--- config.mk ---
export PLATFORM = sky130hd
export DESIGN_NAME = tt_lut_engine
export DESIGN_NICKNAME = d
export VERILOG_FILES = /design/src/rtl/tt_lut_pkg.sv /design/src/rtl/tt_lut_cfg_loader.sv /design/src/rtl/tt_lut_engine.sv
export SDC_FILE = /design/constraint.sdc
export NUM_CORES = 1
export LEC_CHECK = 0
export ABC_AREA = 1
export BUFFER_PORTS_ARGS = -buffer_cell sky130_fd_sc_hd__buf_2
export CORE_MARGIN = 2
export CORE_UTILIZATION = 49
export DETAILED_ROUTE_END_ITERATION = 8
export PLACE_DENSITY = 0.76
export SLEW_MARGIN = 20
export SYNTH_ARGS = -nofsm -noshare
export SYNTH_HDL_FRONTEND = slang
export SYNTH_SLANG_ARGS = --single-unit
--- constraint.sdc ---
create_clock -name clk -period 0.97 [get_ports clk]
set_input_delay 0.1455 -clock clk [delete_from_list [all_inputs] [get_ports clk]]
set_output_delay 0.1455 -clock clk [all_outputs]
set_load 0.02 [all_outputs]
--- src/rtl/tt_lut_pkg.sv ---
// Shared types and sizing helpers for the truth-table engine.
package tt_lut_pkg;

  typedef enum logic [1:0] {
    ST_IDLE  = 2'd0,
    ST_LOAD  = 2'd1,
    ST_SWEEP = 2'd2
  } state_t;

  function automatic int nchunk(input int tt_w, input int cfg_w);
    return (tt_w + cfg_w - 1) / cfg_w;
  endfunction

  // Chunk counter width; never below one bit even for a single-chunk table.
  function automatic int chunk_idx_w(input int n);
    return (n <= 1) ? 1 : $clog2(n);
  endfunction

endpackage

--- src/rtl/tt_lut_cfg_loader.sv ---
// Shadow table assembly from config chunks; raises a registered swap strobe
// one cycle after the final chunk is written.
module tt_lut_cfg_loader import tt_lut_pkg::*; #(
  parameter int TT_W  = 16,
  parameter int CFG_W = 8
) (
  input  logic             clk,
  input  logic             rst_n,
  input  logic             wr,
  input  logic [CFG_W-1:0] cfg_data,
  output logic [TT_W-1:0]  shadow,
  output logic             last,
  output logic             swap
);

  localparam int NCHUNK = nchunk(TT_W, CFG_W);
  localparam int CIW    = chunk_idx_w(NCHUNK);

  logic [CIW-1:0]  chunk_reg;
  logic [TT_W-1:0] shadow_reg;
  logic            swap_reg;
  logic [TT_W-1:0] wr_mask;
  logic [TT_W-1:0] wr_bits;

  assign last = wr && (chunk_reg == CIW'(NCHUNK - 1));

  // Each table bit belongs to exactly one chunk; bits past TT_W in the last chunk have no home.
  for (genvar gi = 0; gi < TT_W; gi++) begin : g_bit
    assign wr_mask[gi] = wr && (chunk_reg == CIW'(gi / CFG_W));
    assign wr_bits[gi] = cfg_data[gi % CFG_W];
  end

  always_ff @(posedge clk) begin
    if (!rst_n) begin
      chunk_reg  <= '0;
      shadow_reg <= '0;
      swap_reg   <= 1'b0;
    end else begin
      shadow_reg <= (shadow_reg & ~wr_mask) | (wr_bits & wr_mask);
      swap_reg   <= last;
      if (last) begin
        chunk_reg <= '0;
      end else if (wr) begin
        chunk_reg <= chunk_reg + 1'b1;
      end
    end
  end

  assign shadow = shadow_reg;
  assign swap   = swap_reg;

endmodule

--- src/rtl/tt_lut_engine.sv ---
// Runtime-programmable N-input truth-table evaluator with a one-deep output stage.
// Define TT_SWEEP_EN to build the exhaustive sweep mode.
module tt_lut_engine import tt_lut_pkg::*; #(
  parameter int                   N_IN       = 4,
  parameter logic [(1<<N_IN)-1:0] TT_DEFAULT = 16'h1FDE,
  parameter int                   CFG_W      = 8
) (
  input  logic             clk,
  input  logic             rst_n,
  input  logic             cfg_start,
  input  logic             cfg_valid,
  input  logic [CFG_W-1:0] cfg_data,
  output logic             cfg_ready,
  output logic             cfg_done,
  input  logic             in_valid,
  input  logic [N_IN-1:0]  in_vec,
  output logic             in_ready,
  output logic             out_valid,
  output logic             out_bit,
  input  logic             out_ready,
  input  logic             sweep_start,
  output logic             sweep_last
);

  localparam int TT_W = 1 << N_IN;

  state_t          state_reg;
  state_t          state_next;
  logic [TT_W-1:0] active_reg;
  logic [TT_W-1:0] shadow;
  logic            last_fire;
  logic            swap;
  logic            out_valid_reg;
  logic            out_bit_reg;
  logic            slot_free;
  logic            in_fire;
  logic            load_out;
  logic            load_bit;

`ifdef TT_SWEEP_EN
  logic [N_IN-1:0] sweep_cnt_reg;
  logic            sweep_last_reg;
`else
  logic            unused_sweep_start;
  assign unused_sweep_start = sweep_start;
`endif

  assign slot_free = !out_valid_reg || out_ready;
  assign in_ready  = rst_n && (state_reg != ST_SWEEP) && slot_free;
  assign in_fire   = in_valid && in_ready;

  tt_lut_cfg_loader #(
    .TT_W  (TT_W),
    .CFG_W (CFG_W)
  ) u_loader (
    .clk      (clk),
    .rst_n    (rst_n),
    .wr       (cfg_valid && cfg_ready),
    .cfg_data (cfg_data),
    .shadow   (shadow),
    .last     (last_fire),
    .swap     (swap)
  );

  always_ff @(posedge clk) begin
    if (!rst_n) begin
      state_reg <= ST_IDLE;
    end else begin
      state_reg <= state_next;
    end
  end

  always_comb begin
    state_next = state_reg;
    cfg_ready  = 1'b0;
    load_out   = in_fire;
    load_bit   = active_reg[in_vec];
    case (state_reg)
      ST_IDLE: begin
        if (cfg_start) begin
          state_next = ST_LOAD;
`ifdef TT_SWEEP_EN
        end else if (sweep_start) begin
          state_next = ST_SWEEP;
`endif
        end
      end
      ST_LOAD: begin
        cfg_ready = 1'b1;
        if (last_fire) begin
          state_next = ST_IDLE;
        end
      end
`ifdef TT_SWEEP_EN
      ST_SWEEP: begin
        // Stop issuing once the final index is sitting in the output register.
        load_out = slot_free && !sweep_last_reg;
        load_bit = active_reg[sweep_cnt_reg];
        if (sweep_last_reg && out_valid_reg && out_ready) begin
          state_next = ST_IDLE;
        end
      end
`endif
      default: state_next = ST_IDLE;
    endcase
  end

  // The swap lands one edge after the last chunk, so the vector taken in the
  // cfg_done cycle still sees the old table.
  always_ff @(posedge clk) begin
    if (!rst_n) begin
      active_reg <= TT_DEFAULT;
    end else if (swap) begin
      active_reg <= shadow;
    end
  end

  always_ff @(posedge clk) begin
    if (!rst_n) begin
      out_valid_reg <= 1'b0;
      out_bit_reg   <= 1'b0;
    end else if (load_out) begin
      out_valid_reg <= 1'b1;
      out_bit_reg   <= load_bit;
    end else if (out_ready) begin
      out_valid_reg <= 1'b0;
    end
  end

`ifdef TT_SWEEP_EN
  always_ff @(posedge clk) begin
    if (!rst_n) begin
      sweep_cnt_reg  <= '0;
      sweep_last_reg <= 1'b0;
    end else begin
      if (state_reg == ST_SWEEP && load_out) begin
        sweep_cnt_reg <= sweep_cnt_reg + 1'b1;
      end
      if (load_out) begin
        sweep_last_reg <= (state_reg == ST_SWEEP) && (sweep_cnt_reg == N_IN'(TT_W - 1));
      end else if (out_ready) begin
        sweep_last_reg <= 1'b0;
      end
    end
  end
  assign sweep_last = sweep_last_reg;
`else
  assign sweep_last = 1'b0;
`endif

  assign cfg_done  = swap;
  assign out_valid = out_valid_reg;
  assign out_bit   = out_bit_reg;

endmodule

==> reports/results.md <==
| Metric | Reported |
| --- | --- |
| Sequential fraction of the synthesis area | 50.2% |
| Top library cells by usage in the layout, fill and taps aside | sky130_fd_sc_hd__nand2_1, sky130_fd_sc_hd__dfxtp_1, sky130_fd_sc_hd__inv_1 |
| Via count | 1,347 |
| Number of standard cells after synthesis | 199 |
| Area of all placed cells without fillers | 1970 µm² |
| Via count of the first global-routing pass | 1,209 |
| Max Transition Viols Final | 0 |
| TritonCTS sink count | 37 |
| Max capacitance violation total | 0 |
| Clock period minus final worst setup slack | 1.10 ns |
| Antenna diode count | 0 |
| Number of buffers created by CTS | 5 |
| Cell internal power dissipation | 2.03 mW |
| Final setup violation count | 9 |
| Final weighted congestion of routability-driven global placement | 0.832 |
| Routed wirelength normalized by instance count | 11.7 µm |
| Power density normalized to cell area | 1390 nW/µm² |
| Setup repair after global routing missed its margin | yes |
| Number of nets still failing antenna checks after routing | 0 |
| Area growth from synthesis to layout | 33.1% |
| Share of synthesized area spent on multiplexers | 0% |
| Max Clock Skew | 0.00453 ns |
| Combinational share of power | 13.2% |
| Switch share | 26.1% |
| Area share of fa/ha/maj cells after synthesis | 0% |
| Width of the die | 58.9 µm |
| Site row count | 19 |
| Portion of total power attributed to the clock network | 28.2% |
| Final worst slack | -0.129 ns |
| Top achievable clock speed | 910 MHz |
| Port bufs | 22 |
| Leakage | 0.927 nW |
| Die ar. | 3470 µm² |
| Arrival time at the worst endpoint | 0.95 ns |
| Critical path endpoint category | output pin |
| Element type at the critical path start | register |
| Tot GR Track Use | 20.1% |
| Largest net degree at the start of global routing | 23 |
| Total gr overflow | 0 |
| Critical path class | register to output pin |
| Total wire length after detailed routing | 3120 µm |
| Fraction of final layout cells sized beyond drive strength 1 | 38.3% |
| Vert. Die Dim | 58.9 µm |
| Sequential Power Share | 58.7% |
| IR drop worst, VDD | 0.962 mV |
| Final hold violations | 0 |
| Clock tree from TritonCTS | done |
| Number of cells in the finished layout apart from fillers | 266 |
| Maximum root-to-sink buffer count | 2 |
| XOR/XNOR share of the synthesized area | 0% |
| Buffer cell driving the clock tree root | sky130_fd_sc_hd__clkbuf_4 |
| Number of different library cells in the post-synthesis netlist | 17 |
| Total design power | 2.74 mW |
| Iteration-0 DRC count of the detailed router | 47 |
| Mean number of vias per cell | 5.06 |
| Core Region | 2810 µm² |
| Number of H-tree branching levels | 2 |
| Most common library cell in the layout ignoring fill and taps | sky130_fd_sc_hd__nand2_1 |
| Highest fanout seen on the critical path | 3 |
| Period utilisation layout | 113% |
| Clock-pin slew reported for the worst setup and hold paths after clock tree synthesis | 0.10 ns |
| Total net switching power | 0.715 mW |
| Initial DRT Pass Iterations | 6 |
| Required time worst endpoint | 0.82 ns |
| Hold Path Class | input pin to register |
| Result of the run | complete, but fails checks |
| Clock latency on the worst-skew pair | 0.35 ns |
| Netlist Area Pre-Place | 1480 µm² |
| Net count of the mapped netlist | 218 |
| Number of cells after detailed placement | 253 |
| Combinational family with the most area after synthesis | simple AND/OR/NAND/NOR gates |
| Cell Area, Placed | 1710 µm² |
| Initial antenna violation count | 0 |
| Global-route wire length before repair | 5260 µm |
| Number of DRC violations after detailed routing | 4 |
| Number of flip-flops and latches in the synthesized netlist | 37 |
| Initial Utilization | 52.6% |
| Number of filler cells placed in the layout | 229 |
| Violated checks | design-rule violations, negative setup slack |
| HPWL after DPL | 2180 µm |
| Post-synthesis simple-gate area fraction | 21.0% |
| Syn. warnings | 0 |
| Area fraction in compound gates after synthesis | 17.1% |
| IO Pins | 25 |
| Post-Synthesis Mean Instance Area | 7.42 µm² |
| Layout net count | 253 |
==> critical path: stages, from the launching register on <==
cell and delay (ns):
sky130_fd_sc_hd__dfxtp_2 0.35, sky130_fd_sc_hd__a21oi_4 0.13, sky130_fd_sc_hd__buf_6 0.13
==> cell families (layout without fill, tap and decap cells) <==
kind of cell / count (synthesis) / count (layout)
other: 1 / 1
DFF: 37 / 37
AOI/OAI and AO/OA: 49 / 49
buffers and inverters: 40 / 76
and+or+nand+nor: 72 / 72
==> Yosys cell counts <==
| cell | n | area share, % |
|---|---|---|
| sky130_fd_sc_hd__o21ai_2 | 1 | 0.59 |
| sky130_fd_sc_hd__nand2_1 | 35 | 8.9 |
| sky130_fd_sc_hd__nand3_1 | 19 | 6.4 |
| sky130_fd_sc_hd__buf_4 | 1 | 0.51 |
| sky130_fd_sc_hd__o21ai_1 | 3 | 1.0 |
| sky130_fd_sc_hd__inv_2 | 2 | 0.51 |
| sky130_fd_sc_hd__conb_1 | 1 | 0.25 |
| sky130_fd_sc_hd__nor2_1 | 17 | 4.3 |
| sky130_fd_sc_hd__clkbuf_1 | 1 | 0.25 |
| sky130_fd_sc_hd__buf_2 | 6 | 2.0 |
| sky130_fd_sc_hd__a21oi_2 | 1 | 0.59 |
| sky130_fd_sc_hd__inv_1 | 29 | 7.4 |
| sky130_fd_sc_hd__o21ai_0 | 26 | 8.8 |
| sky130_fd_sc_hd__nor2_8 | 1 | 1.4 |
| sky130_fd_sc_hd__dfxtp_1 | 37 | 50 |
| sky130_fd_sc_hd__a21oi_1 | 18 | 6.1 |
| sky130_fd_sc_hd__buf_6 | 1 | 0.76 |
==> per-layer routing <==
layer / track usage (%) / part of all wire [%] / vias up
met5: 0 / 0 / -
met1: 25.7 / 46 / 600
met2: 31.6 / 46 / 32
met4: 8.77 / 1.8 / 0
met3: 5.93 / 6.2 / 7
li1: - / - / 708
==> per-stage QoR <==
step | setup WS [ns] | hold WS [ns] | utilization, % | TNS, ns
CTS | -0.141 | 0.00433 | 66.5 | -0.453
global route | -0.157 | 0.0118 | 70.1 | -1.61
global placement | -0.0389 | 0.355 | 60.9 | -0.0458
floorplan | 0.00378 | 0.249 | - | 0
detailed placement | -0.0621 | 0.354 | 60.9 | -0.218
finish | -0.129 | 0.0197 | 70.1 | -0.490
==> cell type report <==
class / instances / area, µm² / area share, %
clock buffer: 8 / 48.8 / 2.48
sequential: 37 / 756 / 38.4
tap: 31 / 38.8 / 1.97
inverter: 31 / 121 / 6.17
timing repair buffer: 37 / 323 / 16.4
multi-input combinational: 122 / 678 / 34.5
==> power by group through the flow <==
stage	sequential [mW]	clock, mW	combinational [mW]
6_report	1.61	0.772	0.361
5_1_grt	1.61	0.849	0.395
4_1_cts	1.60	0.786	0.323
3_5_place_dp	1.63	0	0.285
3_3_place_gp	1.63	0	0.282
2_1_floorplan	1.64	0	0.160
==> final timing paths <==
check	start	endpoint	slack (ns)	cells past startpoint
worst max-delay path	out_valid	in_ready	-0.13	2
worst min-delay path	cfg_data[6]	register	0.02	3
worst max register to register	u_loader.chunk_reg	register	-0.03	6
worst min register to register	active_reg[11]	active_reg[11]	0.46	2
==> what timing repair did <==
action	CTS	global route
setup buffers	2	0
hold endpoints to repair	3	0
endpoints found under the setup margin	17	35
pin swaps	3	13
hold buffers	3	0
resized for setup	23	55
No activity file was read; power rests on OpenSTA's default activity.
